===== src/rtl/spi_xip_pkg.sv =====
`default_nettype none
// ============================================================================
// Module      : spi_xip_pkg
// Description : Shared definitions for the SPI XIP read cache. Holds the
//               controller state encoding, the default flash window bounds
//               and a saturating counter helper.
// Revision    : 1.0 - initial release
// ============================================================================
package spi_xip_pkg;

    typedef enum logic [2:0] {
        ST_IDLE   = 3'd0,
        ST_SETUP  = 3'd1,
        ST_ACCESS = 3'd2,
        ST_RESP   = 3'd3,
        ST_ERR    = 3'd4
    } state_t;

    localparam logic [31:0] c_FLASH_BASE = 32'h3000_0000;
    localparam logic [31:0] c_FLASH_END  = 32'h3fff_ffff;

    // Increment that sticks at all-ones instead of wrapping.
    function automatic logic [31:0] sat_inc(input logic [31:0] value);
        return (value == 32'hffff_ffff) ? value : value + 32'd1;
    endfunction

endpackage
`default_nettype wire


===== src/rtl/xip_tag_array.sv =====
`default_nettype none
// ============================================================================
// Module      : xip_tag_array
// Description : Direct-mapped line store, one 32-bit word per line. Valid
//               bits are reset and cleared by a level flush; tags and data
//               are plain storage. Lookup is purely combinational.
// Revision    : 1.0 - initial release
// Ports       : clk, reset          - clock, async active-high reset
//               lookup_idx/tag      - line index and tag to compare
//               lookup_hit/data     - valid && tag match, and line data
//               fill_en/idx/tag/data- single write port for line fills
//               flush               - level; clears every valid bit
// ============================================================================
module xip_tag_array #(
    parameter int LINES = 16,
    parameter int IDX_W = 4,
    parameter int TAG_W = 22
) (
    input  logic             clk,
    input  logic             reset,
    input  logic [IDX_W-1:0] lookup_idx,
    input  logic [TAG_W-1:0] lookup_tag,
    output logic             lookup_hit,
    output logic [31:0]      lookup_data,
    input  logic             fill_en,
    input  logic [IDX_W-1:0] fill_idx,
    input  logic [TAG_W-1:0] fill_tag,
    input  logic [31:0]      fill_data,
    input  logic             flush
);

    logic [LINES-1:0] r_valid;
    logic [TAG_W-1:0] r_tag  [LINES];
    logic [31:0]      r_data [LINES];

    // Flush has priority over a coincident fill so the line ends up invalid.
    always_ff @(posedge clk or posedge reset) begin
        if (reset) begin
            r_valid <= '0;
        end else if (flush) begin
            r_valid <= '0;
        end else if (fill_en) begin
            r_valid[fill_idx] <= 1'b1;
        end
    end

    always_ff @(posedge clk) begin
        if (fill_en && !flush) begin
            r_tag[fill_idx]  <= fill_tag;
            r_data[fill_idx] <= fill_data;
        end
    end

    assign lookup_hit  = r_valid[lookup_idx] && (r_tag[lookup_idx] == lookup_tag);
    assign lookup_data = r_data[lookup_idx];

endmodule
`default_nettype wire


===== src/rtl/spi_xip_cache.sv =====
`default_nettype none
// ============================================================================
// Module      : spi_xip_cache
// Description : Read buffer between an upstream APB slave port and the SPI
//               flash APB bridge. Flash-window reads that hit return with
//               zero wait states; misses issue one downstream read and fill
//               the line. Other addresses pass through uncached and flash
//               writes are answered locally with an error.
// Revision    : 1.0 - initial release
// Ports       : clk, reset           - clock, async active-high reset
//               in_p*                - upstream APB slave interface
//               out_p*               - downstream APB master interface
//               flush                - level; invalidates every line
//               hit_count/miss_count - saturating flash read statistics
// ============================================================================
module spi_xip_cache
    import spi_xip_pkg::*;
#(
    parameter logic [31:0] FLASH_BASE = c_FLASH_BASE,
    parameter logic [31:0] FLASH_END  = c_FLASH_END,
    parameter int          LINES      = 16
) (
    input  logic        clk,
    input  logic        reset,
    input  logic [31:0] in_paddr,
    input  logic        in_psel,
    input  logic        in_penable,
    input  logic [2:0]  in_pprot,
    input  logic        in_pwrite,
    input  logic [31:0] in_pwdata,
    input  logic [3:0]  in_pstrb,
    output logic        in_pready,
    output logic [31:0] in_prdata,
    output logic        in_pslverr,
    output logic [31:0] out_paddr,
    output logic        out_psel,
    output logic        out_penable,
    output logic [2:0]  out_pprot,
    output logic        out_pwrite,
    output logic [31:0] out_pwdata,
    output logic [3:0]  out_pstrb,
    input  logic        out_pready,
    input  logic [31:0] out_prdata,
    input  logic        out_pslverr,
    input  logic        flush,
    output logic [31:0] hit_count,
    output logic [31:0] miss_count
);

    localparam int IDX_W = $clog2(LINES);
    localparam int TAG_W = 26 - IDX_W;

    state_t      r_state;
    state_t      w_next_state;

    // Latched request, driven onto the downstream port.
    logic [31:0] r_addr;
    logic [2:0]  r_prot;
    logic        r_write;
    logic [31:0] r_wdata;
    logic [3:0]  r_strb;
    logic        r_fill_req;
    logic        r_flush_seen;

    // Downstream response capture.
    logic [31:0] r_rdata;
    logic        r_slverr;

    logic [31:0] r_hits;
    logic [31:0] r_misses;

    logic             w_req;
    logic             w_is_flash;
    logic [IDX_W-1:0] w_idx;
    logic [TAG_W-1:0] w_tag;
    logic             w_lookup_hit;
    logic [31:0]      w_lookup_data;
    logic             w_hit;
    logic             w_fill_en;
    logic             w_latch;
    logic             w_hit_inc;
    logic             w_miss_inc;

    assign w_req      = (r_state == ST_IDLE) && in_psel && in_penable;
    assign w_is_flash = (in_paddr >= FLASH_BASE) && (in_paddr <= FLASH_END);
    assign w_idx      = in_paddr[IDX_W+1:2];
    assign w_tag      = in_paddr[27:IDX_W+2];
    // A flush in the decode cycle beats a would-be hit.
    assign w_hit      = w_lookup_hit && !flush;

    // The fill is dropped if a flush was seen at any point since SETUP,
    // including the completing cycle itself.
    assign w_fill_en  = (r_state == ST_ACCESS) && out_pready && r_fill_req &&
                        !out_pslverr && !r_flush_seen && !flush;

    xip_tag_array #(
        .LINES (LINES),
        .IDX_W (IDX_W),
        .TAG_W (TAG_W)
    ) u_tag_array (
        .clk         (clk),
        .reset       (reset),
        .lookup_idx  (w_idx),
        .lookup_tag  (w_tag),
        .lookup_hit  (w_lookup_hit),
        .lookup_data (w_lookup_data),
        .fill_en     (w_fill_en),
        .fill_idx    (r_addr[IDX_W+1:2]),
        .fill_tag    (r_addr[27:IDX_W+2]),
        .fill_data   (out_prdata),
        .flush       (flush)
    );

    always_comb begin
        w_next_state = r_state;
        in_pready    = 1'b0;
        in_prdata    = 32'd0;
        in_pslverr   = 1'b0;
        w_latch      = 1'b0;
        w_hit_inc    = 1'b0;
        w_miss_inc   = 1'b0;
        unique case (r_state)
            ST_IDLE: begin
                if (w_req) begin
                    if (w_is_flash && in_pwrite) begin
                        w_next_state = ST_ERR;
                    end else if (w_is_flash && w_hit) begin
                        in_pready = 1'b1;
                        in_prdata = w_lookup_data;
                        w_hit_inc = 1'b1;
                    end else begin
                        w_miss_inc   = w_is_flash;
                        w_latch      = 1'b1;
                        w_next_state = ST_SETUP;
                    end
                end
            end
            ST_SETUP: begin
                w_next_state = ST_ACCESS;
            end
            ST_ACCESS: begin
                if (out_pready) begin
                    w_next_state = ST_RESP;
                end
            end
            ST_RESP: begin
                in_pready    = 1'b1;
                in_prdata    = r_rdata;
                in_pslverr   = r_slverr;
                w_next_state = ST_IDLE;
            end
            ST_ERR: begin
                in_pready    = 1'b1;
                in_pslverr   = 1'b1;
                w_next_state = ST_IDLE;
            end
            default: begin
                w_next_state = ST_IDLE;
            end
        endcase
    end

    always_ff @(posedge clk or posedge reset) begin
        if (reset) begin
            r_state      <= ST_IDLE;
            r_addr       <= 32'd0;
            r_prot       <= 3'd0;
            r_write      <= 1'b0;
            r_wdata      <= 32'd0;
            r_strb       <= 4'd0;
            r_fill_req   <= 1'b0;
            r_flush_seen <= 1'b0;
            r_rdata      <= 32'd0;
            r_slverr     <= 1'b0;
            r_hits       <= 32'd0;
            r_misses     <= 32'd0;
        end else begin
            r_state <= w_next_state;
            if (w_latch) begin
                r_addr       <= {in_paddr[31:2], 2'b00};
                r_prot       <= in_pprot;
                r_write      <= in_pwrite;
                r_wdata      <= in_pwdata;
                r_strb       <= in_pstrb;
                r_fill_req   <= w_is_flash;
                r_flush_seen <= 1'b0;
            end else if (((r_state == ST_SETUP) || (r_state == ST_ACCESS)) && flush) begin
                r_flush_seen <= 1'b1;
            end
            if ((r_state == ST_ACCESS) && out_pready) begin
                r_rdata  <= out_prdata;
                r_slverr <= out_pslverr;
            end
            if (w_hit_inc) begin
                r_hits <= sat_inc(r_hits);
            end
            if (w_miss_inc) begin
                r_misses <= sat_inc(r_misses);
            end
        end
    end

    assign out_psel    = (r_state == ST_SETUP) || (r_state == ST_ACCESS);
    assign out_penable = (r_state == ST_ACCESS);
    assign out_paddr   = r_addr;
    assign out_pprot   = r_prot;
    assign out_pwrite  = r_write;
    assign out_pwdata  = r_wdata;
    assign out_pstrb   = r_strb;
    assign hit_count   = r_hits;
    assign miss_count  = r_misses;

endmodule
`default_nettype wire


===== config.mk =====
export PLATFORM = sky130hd
export DESIGN_NAME = spi_xip_cache
export DESIGN_NICKNAME = d
export VERILOG_FILES = /design/src/rtl/spi_xip_pkg.sv /design/src/rtl/xip_tag_array.sv /design/src/rtl/spi_xip_cache.sv
export SDC_FILE = /design/constraint.sdc
export NUM_CORES = 1
export LEC_CHECK = 0
export ABC_CLOCK_PERIOD_IN_PS = 15400
export CORE_MARGIN = 2
export CORE_UTILIZATION = 45
export DETAILED_ROUTE_END_ITERATION = 10
export MAX_ROUTING_LAYER = met4
export PLACE_DENSITY_LB_ADDON = 0.1
export SYNTH_ARGS = -nofsm -noshare
export SYNTH_HDL_FRONTEND = slang
export SYNTH_HIERARCHICAL = 1
export SYNTH_SLANG_ARGS = --single-unit

===== constraint.sdc =====
create_clock -name clk -period 15.4 [get_ports clk]
set_clock_uncertainty 0.2 [all_clocks]
set_input_delay 1.54 -clock clk [delete_from_list [all_inputs] [get_ports clk]]
set_output_delay 1.54 -clock clk [all_outputs]
set_load 0.005 [all_outputs]

**Word-level counts from Yosys, hierarchy flattened**

Memories as Yosys holds them, arrays and structs flattened.
Index checks and enable logic that the tools add are counted.

- Latch bits: 0
- Memories kept: 2
- Register bits after elaboration: 188
- Word-level logic and storage cells: 94
- Bits of input ports: 111
- Output and inout bits: 172
- RAM bits: 864
- Bits in read-only memories: 0

Memories:

| memory | depth | bits a word | read ports | clocked after memory_dff | write ports | line | source |
|---|---|---|---|---|---|---|---|
| u_tag_array.r_data | 16 | 32 | 1 | 0 | 1 | xip_tag_array.sv:34 | `logic [31:0] r_data [LINES];` |
| u_tag_array.r_tag | 16 | 22 | 1 | 0 | 1 | xip_tag_array.sv:33 | `logic [TAG_W-1:0] r_tag [LINES];` |

- Reductions and logical operators: 26
- Eq/ne operators: 10
- $mul: 0
- Div/mod/pow operators: 0
- Muxes and demuxes: 33
- Shift operators: 0
- $add $sub $neg: 2
- Bitwise operators: 3
- Order comparisons: 5

Operators by type and width:

| operator | count |
|---|---|
| two-way mux 32 bit | 3 |
| adder 32 x 1 -> 32 bit (second input constant) | 2 |
| equality test 32 bit (second input constant) | 2 |
| one-hot mux 32 bit (2 select lines) | 1 |
| >= comparator 32 x 30 -> 1 bit (second input constant) | 1 |
| <= comparator 32 x 30 -> 1 bit (second input constant) | 1 |
| two-way mux 16 bit | 2 |
| equality test 22 bit | 1 |
| two-way mux 1 bit | 18 |
| bitwise OR 16 bit | 1 |
| logical AND 1 bit | 15 |
| two-way mux 3 bit | 4 |
| < comparator 4 x 5 -> 1 bit (second input constant) | 2 |
| one-hot mux 3 bit (3 select lines) | 1 |
| equality test 3 x 2 -> 1 bit (second input constant) | 2 |
| binary-select mux 1 bit (select 4 bit) | 1 |
| demux 1 bit (select 4 bit) | 1 |
| >= comparator 4 x 1 -> 1 bit (second input constant) | 1 |
| one-hot mux 1 bit (2 select lines) | 2 |
| AND reduction 2 bit | 2 |
| nonzero test 2 bit | 2 |
| equality test 3 x 1 -> 1 bit (second input constant) | 1 |
| equality test 3 bit (second input constant) | 1 |
| logical NOT 1 bit | 3 |
| 8 further kinds | 9 |

**Depth between registers and ports, before layout**

- Word-level depth: 10
- Gate-level depth with buffers: 18
- Mapped depth without buffers: 12

**Hierarchy**

The synthesis kept the hierarchy.

Modules (own cells, without submodules):

| module | cells an instance | area an instance (sq um) | instances | sequential area each (sq um) |
|---|---|---|---|---|
| xip_tag_array | 1,415 | 33,793.7 | 1 | 26,345.3 |
| spi_xip_cache | 591 | 7,500.9 | 1 | 4,304.1 |

**Worst setup path before layout**

OpenSTA, ideal clock, no wires.

- Path kind: input port to flip-flop
- From: input port out_pready
- To: memory u_tag_array.r_data[0][0] (enable)
- Arrival: 6.700 ns
- Library setup time: 0.535 ns
- Stages: 7
- Data required time: 14.665 ns
- Path buffers: 1
- Slack: 7.965 ns
- Path through: nand2_1 -> nor2_1 -> clkbuf_1 -> and4b_1 -> nand2_1 -> or3_1 -> nor3_1

- Word-level cells in the longest chain between the ends: 8

RTL lines:

| item | line | source |
|---|---|---|
| start, declared | spi_xip_cache.sv:42 | `input logic out_pready,` |
| logical AND 1 bit (3 in series) | spi_xip_cache.sv:93 | `assign w_fill_en = (r_state == ST_ACCESS) && out_pready && r_fill_req &&` |
| logical AND 1 bit (2 in series) | spi_xip_cache.sv:94 | `!out_pslverr && !r_flush_seen && !flush;` |
| net w_fill_en | spi_xip_cache.sv:79 | `logic w_fill_en;` |
| logical AND 1 bit | xip_tag_array.sv:48 | `if (fill_en && !flush) begin` |
| two-way mux 1 bit | xip_tag_array.sv:48 |  |
| two-way mux 1 bit (not written as such) | xip_tag_array.sv:50 | `r_data[fill_idx] <= fill_data;` |
| end, declared | xip_tag_array.sv:34 |  |

The timed path passes the listed nets, and every way through them passes these cells.

**Worst setup path after layout**

- From: input port in_paddr[3]
- To: output port in_prdata[30]

- Word-level cells in the longest chain between the ends: 9
- Elaborated cells on any way between the ends: 16
- Classes of those cells: order compare (2); eq/ne (1); mux (6); reduce/logical (5); memory (2)

RTL lines:

| item | line | source |
|---|---|---|
| start, declared | spi_xip_cache.sv:25 | `input logic [31:0] in_paddr,` |
| memory read (16 x 22 bit) / binary-select mux 1 bit (select 4 bit) (equally long branches) | -- |  |
| equality test 22 bit / two-way mux 1 bit (equally long branches) | xip_tag_array.sv:54 | `assign lookup_hit = r_valid[lookup_idx] && (r_tag[lookup_idx] == lookup_tag);` |
| logical AND 1 bit (*) | xip_tag_array.sv:54 |  |
| net w_lookup_hit | spi_xip_cache.sv:76 | `logic w_lookup_hit;` |
| logical AND 1 bit (*) | spi_xip_cache.sv:89 | `assign w_hit = w_lookup_hit && !flush;` |
| logical AND 1 bit (*) | spi_xip_cache.sv:127 | `end else if (w_is_flash && w_hit) begin` |
| two-way mux 32 bit (*) | spi_xip_cache.sv:127 |  |
| two-way mux 32 bit (*) | spi_xip_cache.sv:125 | `if (w_is_flash && in_pwrite) begin` |
| two-way mux 32 bit (*) | spi_xip_cache.sv:124 | `if (w_req) begin` |
| one-hot mux 32 bit (2 select lines) (*) | spi_xip_cache.sv:122 | `unique case (r_state)` |
| end, declared | spi_xip_cache.sv:33 | `output logic [31:0] in_prdata,` |

The timed path passes the listed nets; every way through them passes the cells marked *. The select of a mux whose other input is x is not followed.

==> metrics <==
Routability Congestion 0.804; layout cells sized above 1 24.6%; Post-Syn Area between 40000 and 50000 um^2; Num CTS Buffers 112; Initial Utilization 45.3%; Bufs on Longest Clock Path 3; worst min path class reg2reg; pre-CTS setup slack ~5700 ps; CP Capture Type output pin; DRT iter0 DRCs 1637; vias 20900; WP data required 13660 ps; Detail Route Antenna Nets 0; die width approximately 310 um; Layout Area Growth over Synthesis 19.5%; Async S/R FF share, synth between 10% and 20%; drt pass-1 iters 5; Post-synth EDFFs around 860; worst-path maximum fanout 108; Final Max Tran Viols 0; worst-skew pair later-pin latency 680 ps; post-route clock period utilization 62.9%; vias in the first global route between 20000 and 25000; RSZ-0062 raised after global routing false; Post-CTS Resized 0; smallest hold slack 274 ps; first-pass GRT wire length 146000 um; DR WL/cell ~28 um; total power 7.07 mW; Core Region 91200 um^2; initial antenna violation count 7; Design Area, Final 49300 um^2; hold buffers post-CTS 0; slew margin rel. 23.3%; post-DR vias/cell 5.77; post-synthesis sequential area ratio 74.2%; Worst-Margin Slew 1150 ps; grt ovf 0; Final Critical Period 9690 ps; IO buf count approximately 280; Synth Register Bits 1052; final non-filler cell total roughly 3600; register area 30600 um^2; final hold viol count 0; prevailing post-synth register cell edfxtp_1; post-CTS setup buffers 0; Worst-path clk slew 60 ps; IO Count around 280; PD cells 143 nW/um^2; largest net degree at the start of global routing ~130; multi-input combinational cell area 10200 um^2; Nets between 2000 and 2500; setup tns final 0 ps; Clock Root Buffer clkbuf_16; Ys Warns 6; CTS H-tree lvls 3; Residual DRC 0; drt total wl 100000 um; CTS tree yes; clock sinks 1052; FMAX between 100 and 150 MHz; Setup CP Type in2out; Worst EP arrival 7950 ps; leak pwr 16.9 nW; CP startpoint kind input pin; Max rail drop VDD 0.110 mV; GRT Total Usage between 20% and 30%; Final setup violation count 0; syn avg cell area 20.6 um^2; Site Rows 111; status completed; post-layout util 54.1%; die extent in y 307 um; placed cells ~3400; max-cap violation count 0; Post-DP Area 45500 um^2; final critical-path setup slack 5710 ps; die footprint 94200 um^2; hpwl dp ~52000 um; Post-Syn Instances 2006; Fillers approximately 7000; Yosys cell types 64
## cell usage after synthesis, drive strengths merged (31+ instances only)
master	count	area (um^2)
nand2	59	221
dfrtp	188	4700
mux2i	51	510
mux2	111	1250
xor2	47	412
mux4	246	5540
nor2	43	161
edfxtp	864	25900
xnor2	35	314
clkbuf	42	158
a22o	34	298
nor3	31	155
buf	58	339
## power breakdown
part / switching, mW / internal, mW / leakage [nW]
combinational: 0.314 / 0.444 / 4.86
sequential: 0.207 / 3.37 / 10.2
clock: 1.08 / 1.66 / 1.85
total: 1.60 / 5.47 / 16.9
## path summary, 6_finish.rpt
| kind | to | cells past startpoint | start | slack [ps] |
|---|---|---|---|---|
| setup / recovery | in_prdata[30] | 15 | in_paddr[3] | 5710 |
| hold / removal | u_tag_array/r_valid[13] | 1 | u_tag_array/r_valid[13] | 270 |
| setup reg to reg | hit_count[1] | 11 | u_tag_array/r_tag[7][13] | 10010 |
| hold reg to reg | u_tag_array/r_valid[13] | 1 | u_tag_array/r_valid[13] | 270 |
| max in group asynchronous | r_rdata[2] | 3 | reset | 12080 |
| min in group asynchronous | u_tag_array/r_valid[6] | 2 | reset | 1380 |
## sequential cells by signal (all words and copies together), names as in the netlist, 4 cells and up
name,count
r_rdata,32
miss_count,32
out_pstrb,4
hit_count,32
u_tag_array/r_data,512
out_pwdata,32
u_tag_array/r_tag,352
u_tag_array/r_valid,16
out_paddr,30
## routing by layer
layer  GRT usage [%]  wire [um]  share of wire, %  up-vias
met5               -          0                 0        -
li1                -          -                 -     8881
met4            6.35       2440               2.4        0
met3            3.77       4980               5.0      166
met1            29.4      42700                43    11300
met2            35.2      50200                50      536
## final cells by class
type | instances | area share, %
Sequential cell | 1052 | 62.1
Multi-Input combinational cell | 842 | 20.8
Clock buffer | 172 | 6.70
Timing Repair Buffer | 315 | 6.23
Tap cell | 1186 | 3.01
Clock inverter | 39 | 1.00
Inverter | 13 | 0.119
Antenna cell | 7 | 0.0355
## kinds of logic (layout without fill, tap and decap cells)
logic type	Yosys count	after routing	synth area share, %
adders and majority gates	2	2	0.0606
other	1	9	0.00908
xor gates and xnor gates	82	82	1.76
buffers and inverters	113	539	1.32
AOI/OAI and AO/OA	96	96	1.77
DFF	1052	1052	74.2
muxes	408	408	17.7
and+or+nand+nor	252	252	3.18
## critical path: stages
cell and delay, ps:
buf_8 700, buf_4 880, mux4_2 610, mux2i_1 170, nor3_1 80, nor3_1 220, o311ai_0 200, or4_1 530
nor4_1 520, buf_4 240, or3b_2 480, nor4_2 140, buf_4 530, a22o_1 360, clkdlybuf4s50_1 540
## placed cells by master, fill, tap and decap left out, drive strengths merged, types with 3 or more instances in the layout
| cell type | n |
|---|---|
| nand3 | 21 |
| and4 | 7 |
| nand2b | 4 |
| nor2b | 5 |
| edfxtp | 864 |
| nor3 | 31 |
| and3 | 11 |
| mux2 | 111 |
| a211oi | 5 |
| bufinv | 11 |
| xor2 | 47 |
| or4 | 4 |
| o22ai | 6 |
| a21o | 17 |
| diode | 7 |
| o311ai | 3 |
| clkdlybuf4s50 | 274 |
| dfrtp | 188 |
| clkinvlp | 3 |
| a22o | 34 |
| clkbuf | 172 |
| mux4 | 246 |
| nand4 | 26 |
| xnor2 | 35 |
| and2 | 5 |
| nand2 | 59 |
| nor2 | 43 |
| clkinv | 23 |
| nor4 | 16 |
| a31oi | 3 |
| buf | 41 |
| inv | 15 |
| or2 | 6 |
| a21oi | 9 |
| mux2i | 51 |
| or3 | 6 |
| o21ai | 7 |
Power figures use the tool's default switching activity.
